--- src/rtl/geo_pixel_writer.sv ---
// geo_pixel_writer
// Consumer end of the geometry pixel stream. Pixels arriving from the line
// generator are buffered in a small FIFO and clipped against the screen. Each
// surviving pixel becomes a linear 8bpp byte address that is written to
// display RAM through a req/ack write port.
//
// Optional feature macro: GEO_PIXEL_WRITER_TRANSPARENCY_EN
//   When defined, pixels whose colour matches transparent_color (with
//   transparent_ena high) are dropped silently after the clip test.
//
// Ports:
//   clk, reset_n           clock, asynchronous active-low reset
//   pixel_data_rdy         X_coord/Y_coord/color valid this cycle
//   X_coord, Y_coord       signed 12-bit pixel coordinates
//   color                  8-bit pixel colour
//   draw_busy              back-pressure to the generator (FIFO full)
//   base_addr              address of pixel (0,0)
//   screen_width/height    unsigned screen size in pixels / rows
//   mem_wr_req/addr/data   write request toward display RAM
//   mem_ack                write accepted this cycle
//   idle                   FIFO empty and FSM in IDLE
//   clipped_count          saturating count of clipped pixels
//   transparent_ena/color  (macro only) colour-key transparency controls
module geo_pixel_writer #(
    parameter int FIFO_DEPTH = 4,
    parameter int ADDR_W     = 20,
    parameter int CNT_W      = 16
) (
    input  logic                clk,
    input  logic                reset_n,
    input  logic                pixel_data_rdy,
    input  logic signed [11:0]  X_coord,
    input  logic signed [11:0]  Y_coord,
    input  logic [7:0]          color,
    output logic                draw_busy,
    input  logic [ADDR_W-1:0]   base_addr,
    input  logic [11:0]         screen_width,
    input  logic [11:0]         screen_height,
    output logic                mem_wr_req,
    output logic [ADDR_W-1:0]   mem_addr,
    output logic [7:0]          mem_wr_data,
    input  logic                mem_ack,
    output logic                idle,
    output logic [CNT_W-1:0]    clipped_count
`ifdef GEO_PIXEL_WRITER_TRANSPARENCY_EN
    ,
    input  logic                transparent_ena,
    input  logic [7:0]          transparent_color
`endif
);

    localparam int PTR_W  = (FIFO_DEPTH > 1) ? $clog2(FIFO_DEPTH) : 1;
    localparam int CNT_FW = PTR_W + 1;

    typedef enum logic [1:0] {
        IDLE,
        CALC,
        WRITE
    } state_t;

    state_t state;
    state_t next_state;

    logic [31:0]        fifo_mem [FIFO_DEPTH];
    logic [PTR_W-1:0]   wr_ptr;
    logic [PTR_W-1:0]   rd_ptr;
    logic [CNT_FW-1:0]  fifo_count;
    logic               fifo_empty;
    logic               push;
    logic               pop;

    logic signed [11:0] work_x;
    logic signed [11:0] work_y;
    logic [7:0]         work_color;

    logic               clip_hit;
    logic               transparent_hit;
    logic               start_write;
    logic               count_clip;
    logic [23:0]        row_offset;
    logic [ADDR_W-1:0]  calc_addr;

    // Status decodes come only from registered state, so the generator never
    // sees a combinational path from its own inputs back through draw_busy.
    assign fifo_empty = (fifo_count == '0);
    assign draw_busy  = (fifo_count == CNT_FW'(FIFO_DEPTH));
    assign idle       = fifo_empty && (state == IDLE);
    assign push       = pixel_data_rdy && !draw_busy;

    // Negative coordinates are caught by the sign bit first, which makes the
    // unsigned comparisons against the screen size safe for the rest.
    // A zero width or height makes every pixel fail its comparison.
    assign clip_hit = work_x[11] || work_y[11] ||
                      ($unsigned(work_x) >= screen_width) ||
                      ($unsigned(work_y) >= screen_height);

`ifdef GEO_PIXEL_WRITER_TRANSPARENCY_EN
    assign transparent_hit = transparent_ena && (work_color == transparent_color);
`else
    assign transparent_hit = 1'b0;
`endif

    // Linear address: full 24-bit row product, then everything is summed at
    // the address width so the result wraps modulo 2^ADDR_W.
    assign row_offset = 24'($unsigned(work_y)) * 24'(screen_width);
    assign calc_addr  = base_addr + ADDR_W'(row_offset) + ADDR_W'($unsigned(work_x));

    // FIFO storage has no reset; only the pointers and count define validity.
    always_ff @(posedge clk) begin
        if (push) begin
            fifo_mem[wr_ptr] <= {X_coord, Y_coord, color};
        end
    end

    // FIFO pointers and occupancy. Pop is only ever issued when non-empty, and
    // push is refused while full, so the count can never over- or underflow.
    always_ff @(posedge clk or negedge reset_n) begin
        if (!reset_n) begin
            wr_ptr     <= '0;
            rd_ptr     <= '0;
            fifo_count <= '0;
        end else begin
            if (push) begin
                wr_ptr <= wr_ptr + PTR_W'(1);
            end
            if (pop) begin
                rd_ptr <= rd_ptr + PTR_W'(1);
            end
            case ({push, pop})
                2'b10:   fifo_count <= fifo_count + CNT_FW'(1);
                2'b01:   fifo_count <= fifo_count - CNT_FW'(1);
                default: fifo_count <= fifo_count;
            endcase
        end
    end

    // State register for the pop / calculate / write sequencer.
    always_ff @(posedge clk or negedge reset_n) begin
        if (!reset_n) begin
            state <= IDLE;
        end else begin
            state <= next_state;
        end
    end

    // Next-state logic. WRITE can pop straight into CALC when more pixels are
    // waiting, which gives back-to-back writes every two cycles. mem_ack is
    // only looked at in WRITE, so stray acks elsewhere do nothing.
    always_comb begin
        next_state  = state;
        pop         = 1'b0;
        start_write = 1'b0;
        count_clip  = 1'b0;
        case (state)
            IDLE: begin
                if (!fifo_empty) begin
                    pop        = 1'b1;
                    next_state = CALC;
                end
            end
            CALC: begin
                if (clip_hit) begin
                    count_clip = 1'b1;
                    next_state = IDLE;
                end else if (transparent_hit) begin
                    next_state = IDLE;
                end else begin
                    start_write = 1'b1;
                    next_state  = WRITE;
                end
            end
            WRITE: begin
                if (mem_ack) begin
                    if (!fifo_empty) begin
                        pop        = 1'b1;
                        next_state = CALC;
                    end else begin
                        next_state = IDLE;
                    end
                end
            end
            default: begin
                next_state = IDLE;
            end
        endcase
    end

    // Working registers hold the pixel currently being clipped or written.
    always_ff @(posedge clk or negedge reset_n) begin
        if (!reset_n) begin
            work_x     <= '0;
            work_y     <= '0;
            work_color <= '0;
        end else if (pop) begin
            {work_x, work_y, work_color} <= fifo_mem[rd_ptr];
        end
    end

    // Memory write port. Address and data are loaded once in CALC and then
    // held untouched until the acknowledging edge drops the request.
    always_ff @(posedge clk or negedge reset_n) begin
        if (!reset_n) begin
            mem_wr_req  <= 1'b0;
            mem_addr    <= '0;
            mem_wr_data <= '0;
        end else if (start_write) begin
            mem_wr_req  <= 1'b1;
            mem_addr    <= calc_addr;
            mem_wr_data <= work_color;
        end else if ((state == WRITE) && mem_ack) begin
            mem_wr_req  <= 1'b0;
        end
    end

    // Clipped-pixel counter sticks at all-ones instead of wrapping.
    always_ff @(posedge clk or negedge reset_n) begin
        if (!reset_n) begin
            clipped_count <= '0;
        end else if (count_clip && (clipped_count != '1)) begin
            clipped_count <= clipped_count + CNT_W'(1);
        end
    end

endmodule

--- config.mk ---
export PLATFORM = sky130hd
export DESIGN_NAME = geo_pixel_writer
export DESIGN_NICKNAME = d
export VERILOG_FILES = /design/src/rtl/geo_pixel_writer.sv
export SDC_FILE = /design/constraint.sdc
export NUM_CORES = 1
export LEC_CHECK = 0
export ABC_CLOCK_PERIOD_IN_PS = 6950
export BUFFER_PORTS_ARGS = -buffer_cell sky130_fd_sc_hd__buf_4
export CORE_UTILIZATION = 36
export DETAILED_ROUTE_END_ITERATION = 8
export PLACE_DENSITY = 0.61
export SKIP_LAST_GASP = 1
export SYNTH_ARGS = -nofsm -noshare
export SYNTH_HDL_FRONTEND = slang
export SYNTH_SLANG_ARGS = --single-unit
--- constraint.sdc ---
create_clock -name clk -period 6.95 [get_ports clk]
set_clock_uncertainty 0.1 [all_clocks]
set_input_delay 0.3475 -clock clk [delete_from_list [all_inputs] [get_ports clk]]
set_output_delay 0.3475 -clock clk [all_outputs]
set_load 0.1 [all_outputs]
==> run metrics <==
number of library cell types mapped by synthesis=54; Routed Antenna Nets=0; die width=around 200 um; R2R depth=19; All-Layer GR Usage=15.7%; Critical Path End Type=register; CP Class=register to register; clk buf depth=3; Synth Instances=~1,100; hold path start=mem_ack; final setup violation count=0; Hold EP=state[0]; area leader, netlist=edfxtp_1; r2r startpoint=work_y[5]; area of the multi-input gates=7030 um^2; worst endpoint required time=between 7 and 8 ns; std cell rows=between 70 and 80; via count=8,277; Final Max Tran Viols=0; wire per inst=16.7 um; DP HPWL=approximately 22,000 um; 1st-pass router iterations=4; vias in the first global route=a little under 9,000; P&R area growth vs syn=19.0%; Crit Reg-Reg Endpoint=mem_addr[19]; Post-synth top cells=198 x inv_1, 128 x edfxtp_1, 123 x fa_1, 90 x ha_1, 86 x dfrtp_1; I/O Buffers=roughly 130; Initial Util=between 30 and 40%; worst-margin pin slew=0.763 ns; final critical-path required period=6.03 ns; Post-synth ARST share=between 40% and 50%; sequential area share after synthesis=between 40% and 50%; FILL cells=~3,500; Avg Inst Size Synth=roughly 13 um^2; setup_tns=0 ns; pre-CTS setup slack=0.911 ns; hold_buf cts=33; Final Hold Vio Count=0; EDFF count, synth=128; fmax=~170 MHz; DRC=0; Clock Latency Late Sink=around 0.54 ns; Critical Path AT=6.35 ns; largest net degree at the start of global routing=55; synth top area cells=edfxtp_1 27%, fa_1 18%, dfrtp_1 15%; Ys Warns=0; max_slew headroom=around 50%; Post-Route WL=just under 30,000 um; initial antenna violation count=2; layout cells sized above 1=21.3%; Ports=about 130; Worst Path Max Fanout=14; prevailing post-synth register cell=edfxtp_1; root buffer cell=clkbuf_16; RSZ-0062 raised after global routing=false; R2R setup slack=0.92 ns; syn nets=1,397; # resized after CTS=0; fin nets=about 1,600; cts bufs inserted=24; Reg clk slew, reported paths=around 0.06 ns; run status=finished, final reports clean; Die Y=between 150 and 200 um; Final Cycle Share=slightly below 90%; Hold/Removal Path Class=input port to register; post-synth top area share=between 20% and 30%; initial DRC count=~340; Mapped Area=between 10,000 and 15,000 um^2; CTS tree=yes; Vias/cell=about 4.6; global-route wire length before repair=47,900 um; number of setup buffers added after CTS=0; FF+latch area=around 6000 um^2; Max Cap Viol=0; CP Launch Type=register; core region area=~38,000 um^2; register bit total from synthesis=approximately 210; WHS Path Cells=3; CTS Sinks=approximately 210; total global routing overflow=0; most common cell in the synthesized netlist=inv_1; final worst slack=just over 0.9 ns; full die area=about 40,000 um^2; RD Place Congestion=~0.84; CTS H-tree depth=1
[kinds of logic after synthesis]
group / after synthesis / synth area share (%)
and+or+nand+nor: 232 / 8.29
DFF: 214 / 42.9
buffers and inverters: 240 / 6.83
adders and majority gates: 213 / 25.7
AOI/OAI and AO/OA: 73 / 3.45
muxes: 86 / 10.0
xor gates and xnor gates: 46 / 2.88
[metrics by stage]
| stage | util [%] | instances | hold slack (ns) | cell area (um^2) |
|---|---|---|---|---|
| 4_1_cts | 43.9 | 1787 | 0.0252 | 16600 |
| 3_5_place_dp | 40.7 | 1710 | 0.256 | 15400 |
| 2_1_floorplan | - | 1104 | -0.0481 | 14000 |
| 3_3_place_gp | 40.7 | 1710 | 0.252 | 15400 |
| 6_report | 43.9 | 1789 | 0.0424 | 16600 |
| 5_1_grt | 43.9 | 1789 | 0.0478 | 16600 |
[how the worst max path moves through the flow]
stage                    from           end  slack (ns)  cells after the start
finish              work_y[5]  mem_addr[19]        0.92                     19
detailed placement  work_y[5]  mem_addr[19]        0.91                     19
floorplan           work_y[6]  mem_addr[18]        1.29                     21
global route        work_y[5]  mem_addr[19]        0.68                     19
global placement    work_y[5]  mem_addr[19]        1.01                     19
CTS                 work_y[5]  mem_addr[19]        0.91                     19
[final cells by class]
class	instances	area share [%]
sequential	214	36.0
multi-input combinational	650	42.3
timing repair buffer	169	8.12
inverter	199	4.49
tap	511	3.84
clock buffer	28	3.88
clock inverter	16	1.34
antenna	2	0.0301
[cells in the final DEF, fill, tap and decap left out, types with 3 or more instances in the layout]
cell / instances
mux4_2: 32
o21ai_0: 22
edfxtp_1: 128
nor2_1: 28
and2_1: 71
o21a_1: 4
nand4_1: 5
nand2_1: 85
a21o_1: 6
xor2_1: 22
o31ai_1: 3
a21oi_1: 17
clkinv_1: 4
nand3_1: 8
and3_1: 5
inv_1: 198
clkinv_2: 4
bufinv_16: 4
mux2_2: 33
nor3_1: 11
clkbuf_16: 24
dlygate4sd3_1: 33
buf_4: 136
nor4_1: 4
clkbuf_8: 3
o211ai_1: 3
mux2_4: 19
fa_1: 123
xnor2_1: 24
dfrtp_1: 85
ha_1: 90
nor2b_1: 5
[metal layers]
layer,wire (um),vias up,GRT usage (%)
li1,-,3944,-
met1,13400,4123,21.0
met5,0,-,0
met4,426,0,2.68
met3,1650,30,3.61
met2,14400,180,26.3
[critical path, stage by stage (launching register included)]
cell and delay (ns):
dfrtp_1 0.54, and2_1 0.26, fa_1 0.53, inv_1 0.06
fa_1 0.53, inv_1 0.06, fa_1 0.52, fa_1 0.53
fa_1 0.54, inv_1 0.05, fa_1 0.50, inv_1 0.04
ha_1 0.38, and3_1 0.20, o2111ai_1 0.12, o211ai_1 0.27
nand4_1 0.16, a31oi_1 0.18, xnor2_1 0.09, mux2_4 0.26
[state kept, by name, indices dropped and copies added (netlist names), 3 cells and up]
signal,cells
mem_wr_data,8
work_y,12
work_color,8
fifo_count,3
mem_addr,20
work_x,12
clipped_count,16
fifo_mem,128
Power is not shown: default switching activity piles up to over one toggle a cycle in this logic, so the estimate is an artifact.
